===== config.mk =====
export PLATFORM = sky130hd
export DESIGN_NAME = tdm_demux4
export DESIGN_NICKNAME = d
export VERILOG_FILES = /design/src/rtl/tdm_demux4.sv
export SDC_FILE = /design/constraint.sdc
export NUM_CORES = 1
export LEC_CHECK = 0
export BUFFER_PORTS_ARGS = -buffer_cell sky130_fd_sc_hd__clkbuf_2
export CAP_MARGIN = 10
export CORE_MARGIN = 5
export CORE_UTILIZATION = 35
export DETAILED_ROUTE_END_ITERATION = 6
export REMOVE_ABC_BUFFERS = 1
export SYNTH_ARGS = -nofsm -noshare
export SYNTH_HDL_FRONTEND = slang
export SYNTH_SLANG_ARGS = --single-unit

===== constraint.sdc =====
create_clock -name clk -period 1.8 [get_ports clk]
set_input_delay 0 -clock clk [delete_from_list [all_inputs] [get_ports clk]]
set_output_delay 0 -clock clk [all_outputs]
set_load 0.1 [all_outputs]

===== src/rtl/tdm_demux4.sv =====
// -----------------------------------------------------------------------------
// tdm_demux4
//   Receive end of a 4:1 slot-multiplexed link. Beats tagged with start-of-frame
//   are steered into slots 0..3. A completed frame is published atomically to
//   four lane registers with a one-cycle out_valid pulse. An early SOF aborts
//   the frame in progress and raises frame_err. Beats that arrive while no
//   frame is open are counted in a saturating drop counter.
//
// Ports
//   clk                  rising-edge clock
//   rst_n                asynchronous active-low reset
//   in_valid             beat present this cycle
//   in_sof               beat is slot 0 of a frame (qualified by in_valid)
//   in_data   [W-1:0]    beat payload
//   out_data0..3 [W-1:0] lane registers, slots 0..3 of the last good frame
//   out_valid            one-cycle pulse when out_data0..3 are updated
//   frame_err            one-cycle pulse when a partial frame is aborted
//   drop_cnt [DCNT_W-1:0] saturating count of beats discarded while hunting
// -----------------------------------------------------------------------------
module tdm_demux4 #(
  parameter int W      = 8,
  parameter int DCNT_W = 8
) (
  input  logic              clk,
  input  logic              rst_n,
  input  logic              in_valid,
  input  logic              in_sof,
  input  logic [W-1:0]      in_data,
  output logic [W-1:0]      out_data0,
  output logic [W-1:0]      out_data1,
  output logic [W-1:0]      out_data2,
  output logic [W-1:0]      out_data3,
  output logic              out_valid,
  output logic              frame_err,
  output logic [DCNT_W-1:0] drop_cnt
);

  typedef enum logic {
    HUNT = 1'b0,
    RECV = 1'b1
  } state_t;

  state_t       state;
  logic [1:0]   slot;

  // Slots 0..2 are staged here; the slot-3 beat goes straight to out_data3 so
  // the whole frame lands in the lane registers on the same edge.
  logic [W-1:0] shadow [0:2];

  // Control path and all outputs. Pulses default low every cycle.
  // NOTE: sequential state uses non-blocking assignments so every register
  // samples pre-edge values, regardless of statement order in the block.
  always_ff @(posedge clk or negedge rst_n) begin
    if (!rst_n) begin
      state     <= HUNT;
      slot      <= 2'd0;
      out_data0 <= '0;
      out_data1 <= '0;
      out_data2 <= '0;
      out_data3 <= '0;
      out_valid <= 1'b0;
      frame_err <= 1'b0;
      drop_cnt  <= '0;
    end else begin
      out_valid <= 1'b0;
      frame_err <= 1'b0;
      if (in_valid) begin
        unique case (state)
          HUNT: begin
            if (in_sof) begin
              slot  <= 2'd1;
              state <= RECV;
            end else if (drop_cnt != {DCNT_W{1'b1}}) begin
              drop_cnt <= drop_cnt + 1'b1;
            end
          end
          RECV: begin
            if (in_sof) begin
              // Abort the partial frame; this SOF opens the next one.
              frame_err <= 1'b1;
              slot      <= 2'd1;
            end else if (slot == 2'd3) begin
              out_data0 <= shadow[0];
              out_data1 <= shadow[1];
              out_data2 <= shadow[2];
              out_data3 <= in_data;
              out_valid <= 1'b1;
              slot      <= 2'd0;
              state     <= HUNT;
            end else begin
              slot <= slot + 2'd1;
            end
          end
          default: state <= HUNT;
        endcase
      end
    end
  end

  // Shadow staging registers.
  // NOTE: the shadow array is deliberately not reset: it is never observed
  // before being written by a fresh frame, and leaving it out of the reset
  // tree keeps it plain storage.
  always_ff @(posedge clk) begin
    if (in_valid) begin
      if (in_sof) begin
        shadow[0] <= in_data;
      end else if (state == RECV) begin
        case (slot)
          2'd1:    shadow[1] <= in_data;
          2'd2:    shadow[2] <= in_data;
          default: ;
        endcase
      end
    end
  end

endmodule

Word-level counts from Yosys, hierarchy flattened
Memories as Yosys holds them, arrays and structs flattened. A register that Yosys moved wholly into a read port is not among the register bits.
Index checks and enable logic that the tools add are counted.
- flip-flop bits (word level): 21
- bits in latches: 0
- bits in writable memories: 24
- ROM bits: 0
- input bits: 12
- word-level logic and storage cells: 56
- memories: 1
- add/subtract/negate cells: 2
- multiply operators: 0
- div/mod/pow operators: 0
- $lt $le $gt $ge: 0
- equality and inequality tests: 5
- shift-type cells: 0
- multiplexer cells: 32
- bitwise gates (word level): 2
- reduce and logical (&&, ||, !) cells: 8
- memories (name ; words ; width ; read ports ; clocked after memory_dff ; wr ports ; line ; RTL):
    shadow ; 3 ; 8 ; 3 ; 3 ; 1 ; 48 ; logic [W-1:0] shadow [0:2];
- operators with widths (operator ; number):
    two-way mux 1 bit ; 23
    two-way mux 8 bit ; 2
    OR reduction 8 bit ; 2
    two-way mux 2 bit ; 5
    adder 8 x 1 -> 8 bit, second input constant ; 1
    != test 8 bit, second input constant ; 1
    AND reduction 4 bit ; 2
    equality test 2 bit, second input constant ; 2
    one-hot mux 2 bit (2 select lines) ; 1
    zero test 1 bit ; 3
    adder 2 x 1 -> 2 bit, second input constant ; 1
    equality test 2 x 1 -> 1 bit, second input constant ; 1
    != test 2 bit, second input constant ; 1
    NOT 1 bit ; 2
    one-hot mux 1 bit (2 select lines) ; 1
    AND reduction 2 bit ; 1

Depth between registers and ports, before layout
- depth in word-level cells: 9
- mapped depth: 5
- depth with buffers taken out: 5

Least setup slack after synthesis
Ideal clock, no wire load.
- path type: flip-flop to flip-flop
- from: register drop_cnt[3]
- to: register drop_cnt[1]
- arrival: 1.979 ns
- required time: 1.672 ns
- path slack: -0.308 ns
- stages on the path, launching flop included: 5
- period minus slack after synthesis: 2.108 ns
- cells stage by stage: dfrtp_1 > nand4_1 > or2_1 > o21ai_2 > mux2_1
- cells in the longest elaborated chain, start to end: 2
- RTL lines (what ; line ; RTL):
    start: declaration ; 35 ; output logic [DCNT_W-1:0] drop_cnt
    start signal: assignment ; 74 ; drop_cnt <= drop_cnt + 1'b1;
    != test 8 bit ; 73 ; end else if (drop_cnt != {DCNT_W{1'b1}}) begin
    AND reduction 4 bit (no source line) ; n/a ;
No other way between the ends.
A chain may end at the register's enable or synchronous reset.

Worst setup path in the final report
- from: register slot[0]
- to: register slot[1]
- cells in the longest elaborated chain, start to end: 4
- elaborated cells on any way between the ends: 5
- those cells by class: add/sub: 1; eq/ne: 1; mux: 3
- RTL lines (what ; line ; RTL):
    start: declaration ; 44 ; logic [1:0] slot;
    start signal: assignment ; 91 ; slot <= slot + 2'd1;
    adder 2 x 1 -> 2 bit or equality test 2 bit (tied branches) ; 91, 82 ;
    two-way mux 2 bit (*) ; 82 ; end else if (slot == 2'd3) begin
    two-way mux 2 bit (*) ; 78 ; if (in_sof) begin
    one-hot mux 2 bit (2 select lines) (*) ; 68 ; unique case (state)
Mark *: on every way between the ends. The rest lies on a longest branch, timed or not.

==> flow_metrics.env <==
export IMPL_reg2reg_slack_ns=0.15
export IMPL_antenna_found_initial=0
export IMPL_clockBufferDepth=2
export IMPL_grt_ovfl_total=0
export IMPL_cts_buffers_inserted=9
export IMPL_synth_edf_count=24
export IMPL_slowest_delay_ns=0.56
export IMPL_worstPathCellList="inv_1, ha_1, nor2_1, a21oi_1, o22ai_1, dlygate4sd3_1"
export IMPL_skew_ns=0.00697
export IMPL_drt_iter0_drc=32
export IMPL_gp_congestion=0.784
export IMPL_die_x_um=97.8
export IMPL_clock_latency_ns=0.33
export IMPL_port_buffers=53
export IMPL_antenna_left=0
export IMPL_hold_class="in -> async"
export IMPL_die_area_mm2=0.00957
export IMPL_grt_usage_pct=10.8
export IMPL_drive_above_1_share_pct=47.0
export IMPL_multi_input_area_um2=788
export IMPL_synth_flop_cell="dfrtp_1"
export IMPL_status="finished, final reports clean"
export IMPL_synth_common_cells="dfrtp_1 (45), mux2_4 (29), edfxtp_1 (24)"
export IMPL_seq_area_frac_synth_pct=68.4
export IMPL_crit_buf_inv=2
export IMPL_wl_per_cell_um=14.3
export IMPL_period_minus_slack_ns=1.65
export IMPL_critPathLaunchType="register"
export IMPL_regToRegEndpoint="slot[1]"
export IMPL_vias_per_cell=4.38
export IMPL_vias=1480
export IMPL_required_ns=2.01
export IMPL_path_clk_slew_ns=0.08
export IMPL_syn_inst=154
export IMPL_finalHoldViolations=0
export IMPL_cts_root_buffer="clkbuf_8"
export IMPL_routed_wl_mm=4.83
export IMPL_slew_headroom_pct=63.8
export IMPL_h_tree_depth=3
export IMPL_path_delay_family="buffers and inverters"
export IMPL_synth_warnings=0
export IMPL_grt_max_degree=18
export IMPL_end_kind="register"
export IMPL_antennaDiodeCount=0
export IMPL_path_class="reg -> reg"
export IMPL_rsz0062_at_grt="no"
export IMPL_synth_cell_types=26
export IMPL_maxCapViolations=0
export IMPL_arrival_ns=1.87
export IMPL_seqCellArea_mm2=0.00185
export IMPL_tns_ns=0
export IMPL_cp_startpoint="slot[0]"
export IMPL_dp_hpwl_mm=3.29
export IMPL_endpoint="slot[1]"
export IMPL_rows=32
export IMPL_n_fill_cell=710
export IMPL_r2r_start="slot[0]"
export IMPL_num_io_pins=54
export IMPL_rr_worst_depth=6
export IMPL_synth_seq_cells=69
export IMPL_grt_pass1_wl_mm=8.05
export IMPL_slew_viol_final=0
export IMPL_yosys_area_top_type="dfrtp_1"
export IMPL_worstMarginPinSlew_ns=0.542
export IMPL_clock_sinks=69
export IMPL_synth_top_area_share_pct=41.7
export IMPL_post_cts_buffers=0
export IMPL_coreArea_mm2=0.00761
export IMPL_synthTopCellsByArea="dfrtp_1 (42%), edfxtp_1 (27%), mux2_4 (16%)"
export IMPL_synth_avg_cell_area_um2=17.5
export IMPL_syn_area_mm2=0.00270
export IMPL_crit_fanout=5
export IMPL_ctsResizeCount=0
export IMPL_ys_async_sr_fraction_pct=65.2
export IMPL_setup_viol=0
export IMPL_initial_utilization_pct=35.5
export IMPL_cts_tree="yes"
export IMPL_drtPass1Iterations=4
export IMPL_grt_pass1_vias=1543
export IMPL_remaining_drc_errors=0
export IMPL_area_growth_pct=28.0
export IMPL_yosysMostFrequentCell="dfrtp_1"
export IMPL_fin_crit_sh_pct=91.9
export IMPL_die_y_um=97.8
export IMPL_crit_cells=6
export IMPL_crit_path_top_delay_cell="dlygate4sd3_1"
export IMPL_fmax_mhz=605
export IMPL_nets=247
flip-flops by register name, summed over array words and instances, names as in the netlist:
name       flops
frame_err      1
out_data0      8
state          1
shadow        24
out_valid      1
out_data3      8
drop_cnt       8
out_data2      8
out_data1      8
slot           2
routing by layer:
metal / track usage [%] / vias to the layer above / share of wire [%]
met5: 0 / - / 0
met2: 16.7 / 44 / 47
met3: 5.36 / 7 / 5.9
met4: 3.19 / 0 / 1.3
met1: 13.5 / 726 / 46
li1: - / 703 / -
worst reg2reg max path: stages (launching register included):
cell and delay, ns:
dfrtp_1 0.41, inv_1 0.06, ha_1 0.27, nor2_1 0.04, a21oi_1 0.11, o22ai_1 0.09
dlygate4sd3_1 0.56
stage by stage:
stage / setup WS, ns / hold slack (ns) / utilization, % / instance area (um^2) / std cells
after floorplan: -0.308 / -0.296 / - / 2650 / 150
after global placement: 0.222 / -0.0402 / 40.7 / 3100 / 310
after detailed placement: 0.181 / -0.0340 / 40.7 / 3100 / 310
after CTS: 0.145 / 0.132 / 45.4 / 3460 / 338
after global routing: 0.0202 / 0.171 / 45.4 / 3460 / 338
final: 0.147 / 0.129 / 45.4 / 3460 / 338
placed cells by master (no fill, tap or decap), types with 2 or more instances in the layout:
master         count
clkbuf_2          53
dfrtp_1           45
mux2_4            29
edfxtp_1          24
dlygate4sd3_1     12
clkbuf_8           9
nand2_1            8
inv_1              5
mux2_2             5
nor2_1             4
xnor2_1            4
ha_1               4
buf_4              4
and3_1             3
nand4_1            3
bufinv_16          3
a21oi_1            2
o21ai_0            2
cells by family (layout without fill, tap and decap cells):
group / count (synthesis) / in the layout / share of synthesized area [%]
flops: 69 / 69 / 68.4
xor+xnor: 4 / 4 / 1.30
buf+inv: 9 / 91 / 2.36
fa+ha+maj: 4 / 4 / 1.85
compound gates: 9 / 9 / 2.32
mux: 35 / 35 / 18.6
simple gates: 24 / 24 / 5.10
worst min-delay path by stage:
stage          cells after the start  startpoint            to  slack, ns
4_1_cts                            2       rst_n  out_data0[5]       0.13
3_3_place_gp                       1       rst_n  out_data1[5]      -0.04
3_5_place_dp                       1       rst_n  out_data0[5]      -0.03
2_1_floorplan                      0       rst_n   drop_cnt[0]      -0.30
5_1_grt                            2       rst_n  out_data2[5]       0.17
6_report                           2       rst_n  out_data2[5]       0.13
what timing repair did:
action,in CTS,in global routing
hold endpoints to repair,59,0
hold buffers,12,0
setup endpoints to repair,0,0
layout make-up:
| cell class | instances | share of cell area (%) |
|---|---|---|
| clock buffers | 10 | 3.69 |
| clock inverters | 6 | 3.22 |
| inverters | 5 | 0.543 |
| multi-input cells | 76 | 22.8 |
| flip-flops and latches | 69 | 53.4 |
| well taps | 102 | 3.69 |
| repair buffers | 70 | 12.6 |
Power is not shown: default switching activity piles up to over one toggle a cycle in this logic, so the estimate is an artifact.
